`src/rtl/traffic_pkg.sv`:
```
// ============================================================================
// Module : traffic_pkg
// Brief  : Phase codes, timer FSM encoding and phase legality helper shared by
//          the traffic phase timer blocks.
// Rev    : 1.0
// ============================================================================
`default_nettype none

package traffic_pkg;

  localparam logic [2:0] PH_RED    = 3'b001;
  localparam logic [2:0] PH_YELLOW = 3'b010;
  localparam logic [2:0] PH_GREEN  = 3'b100;

  typedef enum logic [1:0] {
    ST_COUNT   = 2'd0,
    ST_ADVANCE = 2'd1,
    ST_LOAD    = 2'd2
  } timer_state_e;

  function automatic logic is_legal_phase(input logic [2:0] ph);
    return (ph == PH_RED) || (ph == PH_YELLOW) || (ph == PH_GREEN);
  endfunction

endpackage

`default_nettype wire

```
`src/rtl/traffic_phase_timer_if.sv`:
```
// ============================================================================
// Module : traffic_phase_timer_if
// Brief  : Control/status bundle between the phase timer and its environment.
// Rev    : 1.0
// ============================================================================
`default_nettype none

interface traffic_phase_timer_if #(
  parameter int CNT_W = 8
);
  logic             tick;
  logic             run;
  logic             ped_req;
  logic [2:0]       nst_in;
  logic [2:0]       pst;
  logic             en;
  logic [CNT_W-1:0] dwell_cnt;
  logic             ped_pend;
  logic             fault;

  modport master (
    output tick, run, ped_req, nst_in,
    input  pst, en, dwell_cnt, ped_pend, fault
  );

  modport slave (
    input  tick, run, ped_req, nst_in,
    output pst, en, dwell_cnt, ped_pend, fault
  );
endinterface

`default_nettype wire

```
`src/rtl/traffic_dwell_counter.sv`:
```
// ============================================================================
// Module : traffic_dwell_counter
// Brief  : Loadable down-counter with decrement enable and zero flag.
// Rev    : 1.0
// ============================================================================
`default_nettype none

module traffic_dwell_counter #(
  parameter int               CNT_W   = 8,
  parameter logic [CNT_W-1:0] RST_VAL = '0
) (
  input  wire logic             clk,
  input  wire logic             rst_n,
  input  wire logic             load_i,
  input  wire logic [CNT_W-1:0] load_val_i,
  input  wire logic             dec_i,
  output logic      [CNT_W-1:0] cnt_o,
  output logic                  zero_o
);

  logic [CNT_W-1:0] cnt_q;

  always_ff @(posedge clk or negedge rst_n) begin
    if (!rst_n) begin
      cnt_q <= RST_VAL;
    end else if (load_i) begin
      cnt_q <= load_val_i;
    end else if (dec_i) begin
      cnt_q <= cnt_q - 1'b1;
    end
  end

  assign cnt_o  = cnt_q;
  assign zero_o = (cnt_q == '0);

endmodule

`default_nettype wire

```
`src/rtl/traffic_phase_timer.sv`:
```
// ============================================================================
// Module : traffic_phase_timer
// Brief  : Holds the present traffic phase, times its dwell in ticks and hands
//          off to the next-state logic via a 1-clk advance strobe.
// Rev    : 1.0
// ============================================================================
`default_nettype none

module traffic_phase_timer
  import traffic_pkg::*;
#(
  parameter int RED_TICKS    = 20,
  parameter int GREEN_TICKS  = 16,
  parameter int YELLOW_TICKS = 4,
  parameter int PED_CAP      = 3,
  parameter int CNT_W        = 8
) (
  input wire logic               clk,
  input wire logic               rst_n,
  traffic_phase_timer_if.slave   tpt_if
);

  localparam logic [CNT_W-1:0] c_red_ld    = CNT_W'(RED_TICKS - 1);
  localparam logic [CNT_W-1:0] c_green_ld  = CNT_W'(GREEN_TICKS - 1);
  localparam logic [CNT_W-1:0] c_yellow_ld = CNT_W'(YELLOW_TICKS - 1);
  localparam logic [CNT_W-1:0] c_ped_cap   = CNT_W'(PED_CAP);

  timer_state_e     state_q;
  logic [2:0]       pst_q;
  logic             en_q;
  logic             ped_pend_q;
  logic             ped_pend_d;
  logic             fault_q;

  logic [CNT_W-1:0] w_cnt;
  logic             w_zero;
  logic             w_step;
  logic             w_cap;
  logic             w_dec;
  logic             w_load;
  logic             w_nst_ok;
  logic [2:0]       w_new_ph;
  logic [CNT_W-1:0] w_load_val;

  assign w_step   = (state_q == ST_COUNT) && tpt_if.run && tpt_if.tick;
  // Pedestrian shortening replaces the decrement rather than adding to it.
  assign w_cap    = w_step && !w_zero && (pst_q == PH_GREEN) && ped_pend_q
                    && (w_cnt > c_ped_cap);
  assign w_dec    = w_step && !w_zero && !w_cap;
  assign w_load   = (state_q == ST_LOAD) || w_cap;
  assign w_nst_ok = is_legal_phase(tpt_if.nst_in);
  assign w_new_ph = w_nst_ok ? tpt_if.nst_in : PH_RED;

  always_comb begin
    w_load_val = c_red_ld;
    if (w_cap) begin
      w_load_val = c_ped_cap;
    end else begin
      case (w_new_ph)
        PH_GREEN:  w_load_val = c_green_ld;
        PH_YELLOW: w_load_val = c_yellow_ld;
        default:   w_load_val = c_red_ld;
      endcase
    end
  end

  // A new request on the clearing edge keeps the latch set.
  assign ped_pend_d = tpt_if.ped_req
                    | (ped_pend_q & !((state_q == ST_LOAD) && (w_new_ph == PH_RED)));

  traffic_dwell_counter #(
    .CNT_W   (CNT_W),
    .RST_VAL (c_red_ld)
  ) u_dwell (
    .clk        (clk),
    .rst_n      (rst_n),
    .load_i     (w_load),
    .load_val_i (w_load_val),
    .dec_i      (w_dec),
    .cnt_o      (w_cnt),
    .zero_o     (w_zero)
  );

  always_ff @(posedge clk or negedge rst_n) begin
    if (!rst_n) begin
      state_q    <= ST_COUNT;
      pst_q      <= PH_RED;
      en_q       <= 1'b0;
      ped_pend_q <= 1'b0;
      fault_q    <= 1'b0;
    end else begin
      ped_pend_q <= ped_pend_d;
      case (state_q)
        ST_COUNT: begin
          if (w_step && w_zero) begin
            state_q <= ST_ADVANCE;
            en_q    <= 1'b1;
          end
        end
        ST_ADVANCE: begin
          state_q <= ST_LOAD;
          en_q    <= 1'b0;
        end
        ST_LOAD: begin
          pst_q   <= w_new_ph;
          state_q <= ST_COUNT;
          if (!w_nst_ok) begin
            fault_q <= 1'b1;
          end
        end
        default: begin
          state_q <= ST_COUNT;
          en_q    <= 1'b0;
        end
      endcase
    end
  end

  assign tpt_if.pst       = pst_q;
  assign tpt_if.en        = en_q;
  assign tpt_if.dwell_cnt = w_cnt;
  assign tpt_if.ped_pend  = ped_pend_q;
  assign tpt_if.fault     = fault_q;

endmodule

`default_nettype wire

```
`src/flat_wrapper.sv`:
```
// flat-port wrapper written by rule: the top's interface ports become plain ports
module traffic_phase_timer_flat import traffic_pkg::*;
#(
  parameter int RED_TICKS    = 20,
  parameter int GREEN_TICKS  = 16,
  parameter int YELLOW_TICKS = 4,
  parameter int PED_CAP      = 3,
  parameter int CNT_W        = 8
)
  (clk, rst_n, tpt_if_tick, tpt_if_run, tpt_if_ped_req, tpt_if_nst_in, tpt_if_pst, tpt_if_en, tpt_if_dwell_cnt, tpt_if_ped_pend, tpt_if_fault);
  traffic_phase_timer_if #(.CNT_W(CNT_W)) tpt_if_i ();
  input wire logic clk;
  input wire logic rst_n;
  input wire logic [$bits(tpt_if_i.tick)-1:0] tpt_if_tick;
  input wire logic [$bits(tpt_if_i.run)-1:0] tpt_if_run;
  input wire logic [$bits(tpt_if_i.ped_req)-1:0] tpt_if_ped_req;
  input wire logic [$bits(tpt_if_i.nst_in)-1:0] tpt_if_nst_in;
  output wire logic [$bits(tpt_if_i.pst)-1:0] tpt_if_pst;
  output wire logic [$bits(tpt_if_i.en)-1:0] tpt_if_en;
  output wire logic [$bits(tpt_if_i.dwell_cnt)-1:0] tpt_if_dwell_cnt;
  output wire logic [$bits(tpt_if_i.ped_pend)-1:0] tpt_if_ped_pend;
  output wire logic [$bits(tpt_if_i.fault)-1:0] tpt_if_fault;
  assign tpt_if_i.tick = tpt_if_tick;
  assign tpt_if_i.run = tpt_if_run;
  assign tpt_if_i.ped_req = tpt_if_ped_req;
  assign tpt_if_i.nst_in = tpt_if_nst_in;
  assign tpt_if_pst = tpt_if_i.pst;
  assign tpt_if_en = tpt_if_i.en;
  assign tpt_if_dwell_cnt = tpt_if_i.dwell_cnt;
  assign tpt_if_ped_pend = tpt_if_i.ped_pend;
  assign tpt_if_fault = tpt_if_i.fault;
  traffic_phase_timer #(.RED_TICKS(RED_TICKS), .GREEN_TICKS(GREEN_TICKS), .YELLOW_TICKS(YELLOW_TICKS), .PED_CAP(PED_CAP), .CNT_W(CNT_W)) u_core (.clk(clk), .rst_n(rst_n), .tpt_if(tpt_if_i));
endmodule
```
`config.mk`:
```
export PLATFORM = sky130hd
export DESIGN_NAME = traffic_phase_timer_flat
export DESIGN_NICKNAME = d
export VERILOG_FILES = /design/src/rtl/traffic_pkg.sv /design/src/rtl/traffic_phase_timer_if.sv /design/src/rtl/traffic_dwell_counter.sv /design/src/rtl/traffic_phase_timer.sv /design/src/flat_wrapper.sv
export SDC_FILE = /design/constraint.sdc
export NUM_CORES = 1
export LEC_CHECK = 0
export ABC_AREA = 1
export CORE_AREA = 2 2 45 47
export CTS_BUF_LIST = sky130_fd_sc_hd__clkbuf_2
export CTS_CLUSTER_SIZE = 24
export DETAILED_ROUTE_END_ITERATION = 8
export DIE_AREA = 0 0 47 49
export PLACE_DENSITY = 0.83
export SLEW_MARGIN = 10
export SYNTH_ARGS = -nofsm -noshare
export SYNTH_HDL_FRONTEND = slang
export SYNTH_SLANG_ARGS = --single-unit
```
`constraint.sdc`:
```
create_clock -name clk -period 3.75 [get_ports clk]
set_input_delay 0.5625 -clock clk [delete_from_list [all_inputs] [get_ports clk]]
set_output_delay 0.5625 -clock clk [all_outputs]
set_load 0.03 [all_outputs]
```
**Yosys cells after proc, flatten, opt, wreduce, memory -nomap -nowiden**

Index checks and enable logic that the tools add are counted.

- Register bits: 16
- Bits of input ports: 8
- Output and inout bits: 14

- Add/sub/neg operators: 1
- Magnitude comparators: 1
- Equal/unequal tests: 10
- Multiplexer cells: 9
- Bitwise operators: 4
- Reductions and logical operators: 20

Operators by type and width:

| cell | count |
|---|---|
| $mux W8 | 3 |
| $pmux W5 S2 | 1 |
| $eq A3 B3 Y1 const B | 3 |
| $logic_and A1 B1 Y1 | 9 |
| $gt A8 B2 Y1 const B | 1 |
| $logic_not A8 Y1 | 1 |
| $sub A8 B1 Y8 const B | 1 |
| $eq A3 B1 Y1 const B | 2 |
| $eq A3 B2 Y1 const B | 2 |
| $pmux W2 S2 | 1 |
| $reduce_and A2 Y1 | 2 |
| $logic_not A1 Y1 | 3 |
| $logic_or A1 B1 Y1 | 3 |
| $mux W3 | 1 |
| $eq A2 B1 Y1 const B | 1 |
| $eq A2 B2 Y1 const B | 1 |
| $logic_not A2 Y1 | 1 |
| $mux W2 | 1 |
| $ne A2 B2 Y1 const B | 1 |
| $not A1 Y1 | 2 |
| $pmux W1 S2 | 1 |
| $reduce_bool A2 Y1 | 1 |
| $and A1 B1 Y1 | 1 |
| $mux W1 | 1 |
| $or A1 B1 Y1 | 1 |

**Longest topological paths before layout**

Gate-level depths: netlist of run 1.

- Depth after elaboration: 11
- Depth in mapped cells: 8
- Depth with buffers taken out: 8

**Hierarchy**

From an unflattened synthesis of run 1, not the netlist that was laid out.

- Cells, all modules: 129
- Area total of the unflattened synthesis: 955.9 um^2

Modules (own cells, without submodules):

| module | instances | cells an instance | area an instance (um^2) |
|---|---|---|---|
| traffic_dwell_counter | 1 | 73 | 544.3 |
| traffic_phase_timer | 1 | 56 | 411.6 |

**Least setup slack after synthesis of run 1**

No wires, ideal clock.

- Path type: reg-to-reg
- Start: register u_core.u_dwell.cnt_q[0], in the netlist u_core.u_dwell.cnt_o[0]
- End: register u_core.u_dwell.cnt_q[2], in the netlist u_core.u_dwell.cnt_o[2]
- Setup time: 122 ps
- Arrival time: 1454 ps
- Slack: 2173 ps
- Cell stages (with the launch flop): 9
- Clock period less this slack: 1577 ps
- Path through: dfstp_2 > inv_1 > ha_1 > nand2_4 > nor2_4 > nor2_2 > nand2_2 > nand3_1 > a21oi_1

- Longest elaborated chain between the ends: 9
- Elaborated cells between the ends (all ways): 15
- Classes of those cells: add/sub (1); order compare (1); mux (3); reduce/logical (10)

RTL lines:

| element | RTL line | text |
|---|---|---|
| start: declaration | traffic_dwell_counter.sv:21 | `logic [CNT_W-1:0] cnt_q;` |
| start signal: assignment | traffic_dwell_counter.sv:27 | `cnt_q <= load_val_i;` |
| start signal: assignment | traffic_dwell_counter.sv:29 | `cnt_q <= cnt_q - 1'b1;` |
| branches (longest 9 deep; another with $gt A8 B2 Y1) | - |  |

Parallel ways; which one is timed is not known. The select of a mux whose other input is x is not followed.
A chain may end at the register's enable or synchronous reset.

**Worst setup path in the final report of run 1**

- Start: register u_core.u_dwell.cnt_q[4], in the netlist u_core.u_dwell.cnt_o[4]
- End: output port tpt_if_dwell_cnt[4]

RTL lines:

| element | RTL line | text |
|---|---|---|
| end: declaration | flat_wrapper.sv:20 | `output wire logic [$bits(tpt_if_i.dwell_cnt)-1:0] tpt_if_dwell_cnt;` |

No word-level cell between the ends.

==> results of run 1 <==
routing by layer:
layer | global-route usage, % | vias to the layer above | wire length, um
met5 | 0 | - | 0
li1 | - | 415 | -
met2 | 31.3 | 40 | 914
met3 | 3.70 | 5 | 155
met1 | 25.9 | 382 | 827
met4 | 10.2 | 0 | 40
cells in the mapped netlist (2+ instances only):
cell     count
a21oi_1      5
dfrtp_1     12
dfstp_2      4
ha_1         2
inv_1       13
inv_2        2
nand2_1     20
nand2_2      3
nand2_4      2
nand3_1      6
nand4_1      6
nor2_1      15
nor2_2       2
nor2_4       3
o21ai_0      4
xnor2_1      3
xor2_1       2
power groups by stage:
stage / sequential [W] / clock (W) / combinational, W
6_report: 0.000294 / 0.0000812 / 0.000378
5_1_grt: 0.000302 / 0.0000919 / 0.000412
4_1_cts: 0.000293 / 0.0000840 / 0.000380
3_5_place_dp: 0.000296 / 0 / 0.000378
3_3_place_gp: 0.000296 / 0 / 0.000371
2_1_floorplan: 0.000382 / 0 / 0.000153
cells by family after synthesis:
family | Yosys count
compound gates | 15
xor+xnor | 5
fa+ha+maj | 2
buf+inv | 16
flops | 16
simple gates | 60
state kept, by name (all words and copies together), names as in the netlist:
signal and count:
u_core.state_q 2, u_core.tpt_if.en 1, u_core.tpt_if.fault 1, u_core.tpt_if.ped_pend 1, u_core.tpt_if.pst 3, u_core.u_dwell.cnt_o 8
placed cells by master (no fill, tap or decap), types with 2 or more instances in the layout:
cell             instances
clkdlybuf4s50_1         21
dfrtp_1                 12
xor2_1                   2
inv_1                   13
a21oi_1                  5
nand2_4                  2
ha_1                     2
nor2_2                   2
nand3_1                  6
nand2_1                 20
nand4_1                  6
xnor2_1                  3
nor2_4                   3
inv_2                    2
nand2_2                  3
o21ai_0                  4
dfstp_2                  4
clkbuf_2                 4
nor2_1                  15
metrics by stage:
step | worst slack [ns] | total power (W)
CTS | 1.60 | 0.000757
finish | 1.61 | 0.000753
global route | 1.54 | 0.000806
global placement | 1.94 | 0.000667
floorplan | 2.17 | 0.000534
detailed placement | 1.93 | 0.000674
final cells by class:
cell class	count	share of cell area (%)
sequential	16	33.7
timing repair buffer	21	17.5
clock buffer	4	1.66
tap	27	2.81
multi-input combinational	82	39.6
inverter	15	4.68
path summary, 6_finish.rpt:
kind | depth (start not counted) | end | slack, ns
worst max-delay path | 1 | tpt_if_dwell_cnt[4] | 1.61
worst min-delay path | 1 | u_core.state_q[1] | 0.49
worst max register to register | 8 | u_core.u_dwell.cnt_o[3] | 2.12
worst min register to register | 1 | u_core.state_q[1] | 0.49
max in group asynchronous | 1 | u_core.tpt_if.pst[2] | 2.65
min in group asynchronous | 1 | u_core.u_dwell.cnt_o[5] | 0.66
==> impl_metrics.yaml, run 1 <==
cells_and_area:
  multi_input_area_um2: 477
  regArea_um2: 405
  n_antenna_cell: 0
  fin_cells: 165
  layout.nets: 149
  syn_to_final_growth_pct: 27.5
  layout-drive-gt1-share_pct: 17.4
  fin_util_pct: 65.3
  design_area_um2: 1200
  fillers: 156
synth:
  synth_fp_nets: 124
  synth_area_leaders: "dfrtp_1 32%, dfstp_2 11%, nand2_1 8.0%"
  synth_edf_count: 0
  syn_inst: 114
  synthAdderAreaFrac_pct: 2.65
  async_reset_ff_share_pct: 100
  synth_top_family_by_area: "simple AND/OR/NAND/NOR gates"
  synth-compound-area-share_pct: 10.5
  avgSynthCellArea_um2: 8.28
  yosys_warnings: 0
  synth_ff_type: "dfrtp_1"
  ys_types: 27
  ys_seq_elements: 16
  synthXorXnorAreaFrac_pct: 4.64
  synthMuxAreaShare_pct: 0
  netlist_area_um2: 943
  yosysTopAreaCell: "dfrtp_1"
  synth_top_area_share_pct: 31.8
  synth-seq-area-share_pct: 43.0
  yosys.area_share.simple_pct: 32.8
cts:
  root_buffer: "clkbuf_2"
  cts_setup_buffers: 0
  cts_resized: 0
  ctsHoldBuffers: 0
  cts_buffers: 3
  ctsHtreeMaxLevel: 1
  clockBufferDepth: 2
  clk_pin_slew_worst_paths_ns: 0.15
  clock_latency_ns: 0.30
  cts_tree: "built"
  cts.sinks: 16
power_and_ir_drop:
  swShare_pct: 44.6
  p_leak_nw: 0.559
  ir_drop_v: 0.000378
  power_frac_clock_pct: 10.8
  power.switching_w: 0.000336
  power_density_nw_per_um2: 626
  p_comb_share_pct: 50.2
  p_int_w: 0.000417
  seq_power_share_pct: 39.0
worst_hold_path:
  holdCritPathClass: "reg -> reg"
  hp-start: "u_core.state_q[1]"
route:
  vias_per_cell: 5.10
  routed_wl_mm: 1.94
  vias: 842
  wire_per_inst_um: 11.7
  remaining_drc_errors: 0
  drt_iter0_markers: 34
  drt_first_pass_iters: 4
  drtAntennaViolNets: 0
placement:
  place.gp.congestion: 0.858
  dp.cells: 161
  numPortBuffers: 21
  dp.final_hpwl_mm: 1.50
  dpl_cell_area_um2: 1180
timing:
  setup_violations: 0
  layout_worst_path_cycle_share_pct: 57.2
  drv_slew: 0
  max_slew_margin_pct: 54.0
  fmax_mhz: 467
  fin_tns_setup_ns: 0
  tightest_slew_ns: 0.688
  grt_setup_unrepaired: "no"
  period_minus_slack_ns: 2.14
  hold_slack_ns: 0.494
  fin_worst_skew_ns: 0.0154
  hold_violations: 0
grt:
  grt_first_pass_wirelength_mm: 3.36
  grt_overflow: 0
  grt_usage_pct: 20.1
  grt_pass1_vias: 804
  antenna_found_initial: 0
  grt_max_degree: 17
floorplanning:
  num_io_pins: 22
  core_um2: 1840
  dieArea_um2: 2300
  initial_utilization_pct: 51.2
  die_height_um: 49
  fp.dieW_um: 47
  rows: 16
worst_setup_path:
  crit_required_ns: 3.19
  cp-end-kind: "output port"
  worstPathCellList: "clkdlybuf4s50_1"
  crit_family: "buffers and inverters"
  cp_slowest_cell: "clkdlybuf4s50_1"
  crit_buf_inv: 1
  crit_start: "u_core.u_dwell.cnt_o[4]"
  max_stage_delay_ns: 0.69
  cp_max_fo: 5
  critPathLaunchType: "register"
  r2r_start: "u_core.u_dwell.cnt_o[0]"
  critPathArrivalTime_ns: 1.58
  critPathKind: "reg -> out"
run:
  maxCapViolCount: 0
run_status:
  status: "completed"
(Power assumes the default switching activity.)
==> run 2, diff against run 1 <==
- CORE_AREA: 2 2 45 47 -> 2 2 53 43
- DIE_AREA: 0 0 47 49 -> 0 0 55 45
- PLACE_DENSITY: 0.83 -> 0.78
- clock period: 3.75 -> 2 ns (I/O delays scaled with it)
==> impl_metrics.yaml, run 2 (synthesis results as in run 1) <==
run_status:
  status: "completed"
worst_setup_path:
  reg2reg_slack_ns: 0.40
  worstPathCellList: "clkdlybuf4s50_1"
  cp-end-kind: "output port"
  r2r-end: "u_core.u_dwell.cnt_o[2]"
  worstRegToRegCells: 8
  critPathArrivalTime_ns: 1.60
  path_depth: 1
  critPathKind: "reg -> out"
  crit_family: "buffers and inverters"
  critPathLaunchType: "register"
  max_stage_delay_ns: 0.70
  crit_required_ns: 1.70
  cp_slowest_cell: "clkdlybuf4s50_1"
  crit_start: "u_core.u_dwell.cnt_o[4]"
  r2r_start: "u_core.u_dwell.cnt_o[0]"
  crit_buf_inv: 1
  cp_max_fo: 5
  crit_path_end: "tpt_if_dwell_cnt[4]"
placement:
  dpl_cell_area_um2: 1180
  dp.final_hpwl_mm: 1.52
  pre_cts_slack_ns: 0.407
  place.gp.congestion: 0.799
  numPortBuffers: 21
cts:
  clock_latency_ns: 0.29
  ctsHoldBuffers: 0
  clockBufferDepth: 2
  ctsHtreeMaxLevel: 1
  cts_tree: "built"
  clk_pin_slew_worst_paths_ns: 0.15
  cts_setup_buffers: 0
  cts_buffers: 3
  cts.sinks: 16
  root_buffer: "clkbuf_2"
  cts_resized: 0
floorplanning:
  dieArea_um2: 2480
  die_height_um: 45
  initial_utilization_pct: 49.0
  num_io_pins: 22
  core_um2: 1930
  rows: 14
  fp.dieW_um: 55
timing:
  drv_slew: 0
  max_slew_margin_pct: 53.3
  fmax_mhz: 526
  grt_setup_unrepaired: "no"
  setup_violations: 0
  hold_slack_ns: 0.406
  setup_ws_ns: 0.100
  fin_tns_setup_ns: 0
  period_minus_slack_ns: 1.90
  fin_worst_skew_ns: 0.00481
  tightest_slew_ns: 0.698
  layout_worst_path_cycle_share_pct: 95.0
  hold_violations: 0
grt:
  antenna_found_initial: 0
  grt_max_degree: 17
  grt_pass1_vias: 745
  grt_usage_pct: 18.1
  grt_overflow: 0
  grt_first_pass_wirelength_mm: 3.15
cells_and_area:
  layout.nets: 149
  final_common_cell: "clkdlybuf4s50_1"
  largest_reg_flops: 8
  n_antenna_cell: 0
  layout-drive-gt1-share_pct: 16.7
  layout_common_cells: "21 x clkdlybuf4s50_1, 20 x nand2_1, 15 x nor2_1"
  syn_to_final_growth_pct: 26.9
  design_area_um2: 1200
power_and_ir_drop:
  swShare_pct: 44.7
  p_leak_nw: 0.556
  power.switching_w: 0.000624
  power_density_nw_per_um2: 1170
  power_frac_clock_pct: 10.2
  seq_power_share_pct: 39.6
  p_comb_share_pct: 50.2
  ir_drop_v: 0.000710
  p_int_w: 0.000773
route:
  drtAntennaViolNets: 0
  routed_wl_mm: 1.86
  remaining_drc_errors: 0
  wire_per_inst_um: 11.5
  drt_iter0_markers: 13
  vias_per_cell: 4.90
  vias: 794
  drt_first_pass_iters: 4
worst_hold_path:
  holdCritPathClass: "in -> async"
run:
  maxCapViolCount: 0
==> run 2: layer usage <==
metal  GRT usage (%)  routed length [um]  up-vias
met1            24.4                 926      356
met5               0                   0        -
met4            4.39                   9        0
met2            27.4                 835       20
met3            6.95                  89        2
li1                -                   -      416
==> run 2: how the worst min path moves through the flow <==
stage	startpoint	end	slack (ns)
after floorplan	rst_n	u_core.state_q[0]	0.004
after global placement	u_core.state_q[1]	u_core.state_q[1]	0.46
after detailed placement	u_core.state_q[1]	u_core.state_q[1]	0.47
after CTS	rst_n	u_core.state_q[1]	0.41
after global routing	rst_n	u_core.state_q[0]	0.44
final	rst_n	u_core.state_q[1]	0.41
==> run 2: cell type report <==
| cell class | instances | area, um^2 |
|---|---|---|
| Multi-Input combinational cell | 82 | 477 |
| Clock inverter | 1 | 3.75 |
| Clock buffer | 3 | 15.0 |
| Inverter | 15 | 56.3 |
| Tap cell | 24 | 30.0 |
| Timing Repair Buffer | 21 | 210 |
| Sequential cell | 16 | 405 |
| Fill cell | 180 | 729 |
==> run 2: per-stage QoR <==
step / utilization, % / power (W) / instances
finish: 62.1 / 0.00140 / 162
detailed placement: 61.2 / 0.00126 / 158
global placement: 61.2 / 0.00125 / 158
global route: 62.1 / 0.00150 / 162
floorplan: - / 0.00100 / 114
CTS: 62.1 / 0.00141 / 162
==> run 2: power by group through the flow <==
stage	sequential, W	combinational [W]	clock [W]
final	0.000553	0.000702	0.000143
after global routing	0.000565	0.000770	0.000165
after CTS	0.000551	0.000708	0.000150
after detailed placement	0.000558	0.000705	0
after global placement	0.000556	0.000697	0
after floorplan	0.000715	0.000287	0
==> run 3, diff against run 2 <==
- ABC_CLOCK_PERIOD_IN_PS: default -> 2000
- CORE_AREA: 2 2 53 43 -> 2 2 55 44
- CTS_BUF_LIST: sky130_fd_sc_hd__clkbuf_2 -> sky130_fd_sc_hd__clkbuf_16
- DIE_AREA: 0 0 55 45 -> 0 0 57 46
- PLACE_DENSITY: 0.78 -> 0.74
==> impl_metrics.yaml, run 3 (synthesis results as in run 1) <==
cts:
  root_buffer: "clkbuf_16"
  clk_pin_slew_worst_paths_ns: 0.05
  ctsHtreeMaxLevel: 1
  cts_resized: 0
  cts_setup_buffers: 0
  clockBufferDepth: 2
  cts_buffers: 3
  clock_latency_ns: 0.25
  cts.sinks: 16
  ctsHoldBuffers: 0
  cts_tree: "built"
worst_setup_path:
  worstPathCellList: "clkdlybuf4s50_1"
  path_depth: 1
  r2r-end: "u_core.u_dwell.cnt_o[2]"
  critPathKind: "reg -> out"
  worstRegToRegCells: 8
  reg2reg_slack_ns: 0.39
  cp_max_fo: 5
  crit_required_ns: 1.70
  critPathArrivalTime_ns: 1.52
  cp_slowest_cell: "clkdlybuf4s50_1"
  crit_buf_inv: 1
  crit_family: "buffers and inverters"
  r2r_start: "u_core.u_dwell.cnt_o[0]"
  max_stage_delay_ns: 0.68
  critPathLaunchType: "register"
  crit_start: "u_core.u_dwell.cnt_o[4]"
  cp-end-kind: "output port"
placement:
  numPortBuffers: 21
  dpl_cell_area_um2: 1190
  place.gp.congestion: 0.794
  dp.final_hpwl_mm: 1.63
  dp.cells: 160
power_and_ir_drop:
  p_leak_nw: 0.585
  power_density_nw_per_um2: 1300
  ir_drop_v: 0.000774
grt:
  grt_pass1_vias: 718
  grt_usage_pct: 17.0
  antenna_found_initial: 0
  grt_first_pass_wirelength_mm: 3.21
  grt_max_degree: 15
  grt_overflow: 0
timing:
  setup_violations: 0
  max_slew_margin_pct: 73.8
  tightest_slew_ns: 0.392
  drv_slew: 0
  hold_violations: 0
  period_minus_slack_ns: 1.82
  layout_worst_path_cycle_share_pct: 90.8
  grt_setup_unrepaired: "no"
  fin_tns_setup_ns: 0
  fin_worst_skew_ns: 0.00214
  fmax_mhz: 551
cells_and_area:
  layout-drive-gt1-share_pct: 17.3
  design_area_um2: 1270
  n_antenna_cell: 0
  syn_to_final_growth_pct: 34.2
  layout.nets: 150
  final_common_cell: "clkdlybuf4s50_1"
  largest_reg_flops: 8
  layout_common_cells: "21 x clkdlybuf4s50_1, 20 x nand2_1, 15 x nor2_1"
  fin_cells: 164
  fillers: 196
route:
  drt_iter0_markers: 18
  vias: 833
  drt_first_pass_iters: 4
  routed_wl_mm: 2.01
  drtAntennaViolNets: 0
  remaining_drc_errors: 0
  vias_per_cell: 5.08
  wire_per_inst_um: 12.3
floorplanning:
  core_um2: 2140
  initial_utilization_pct: 44.1
  die_height_um: 46
  rows: 15
  dieArea_um2: 2620
  num_io_pins: 22
  fp.dieW_um: 57
run:
  maxCapViolCount: 0
worst_hold_path:
  holdCritPathClass: "in -> async"
run_status:
  status: "completed"
run 3: changes by cell type in the layout (fill, tap and decap cells not counted):
cell,delta
buf_4,+1
clkbuf_2,-3
clkbuf_16,+3
run 3: how the worst max path moves through the flow:
stage	end
5_1_grt	tpt_if_dwell_cnt[4]
6_report	tpt_if_dwell_cnt[4]
4_1_cts	tpt_if_dwell_cnt[4]
3_3_place_gp	u_core.u_dwell.cnt_o[3]
3_5_place_dp	u_core.u_dwell.cnt_o[3]
2_1_floorplan	u_core.u_dwell.cnt_o[2]
run 3: where the power goes:
part           switching (W)  internal [W]
registers           0.000121      0.000437
clock network       0.000120      0.000265
logic               0.000408      0.000296
run 3: layout make-up:
cell class / count / area, um^2 / share of cell area, %
multi-input cells: 82 / 477 / 37.6
flip-flops and latches: 16 / 405 / 32.0
repair buffers: 22 / 218 / 17.2
clock buffers: 3 / 75.1 / 5.93
inverters: 15 / 56.3 / 4.45
well taps: 25 / 31.3 / 2.47
clock inverters: 1 / 3.75 / 0.296
run 3: metal layers:
metal	GRT usage, %	wire length [um]
met4	5.58	24
met5	0	0
met1	21.6	948
met2	27.4	961
met3	6.25	77
run 3: metrics by stage:
stage / hold slack [ns] / utilization [%] / total power [W] / setup WS [ns]
6_report: 0.345 / 59.2 / 0.00165 / 0.184
2_1_floorplan: 0.00441 / - / 0.00100 / 0.423
3_3_place_gp: 0.454 / 55.5 / 0.00125 / 0.428
3_5_place_dp: 0.474 / 55.5 / 0.00127 / 0.400
4_1_cts: 0.363 / 59.2 / 0.00166 / 0.181
5_1_grt: 0.383 / 59.2 / 0.00174 / 0.147
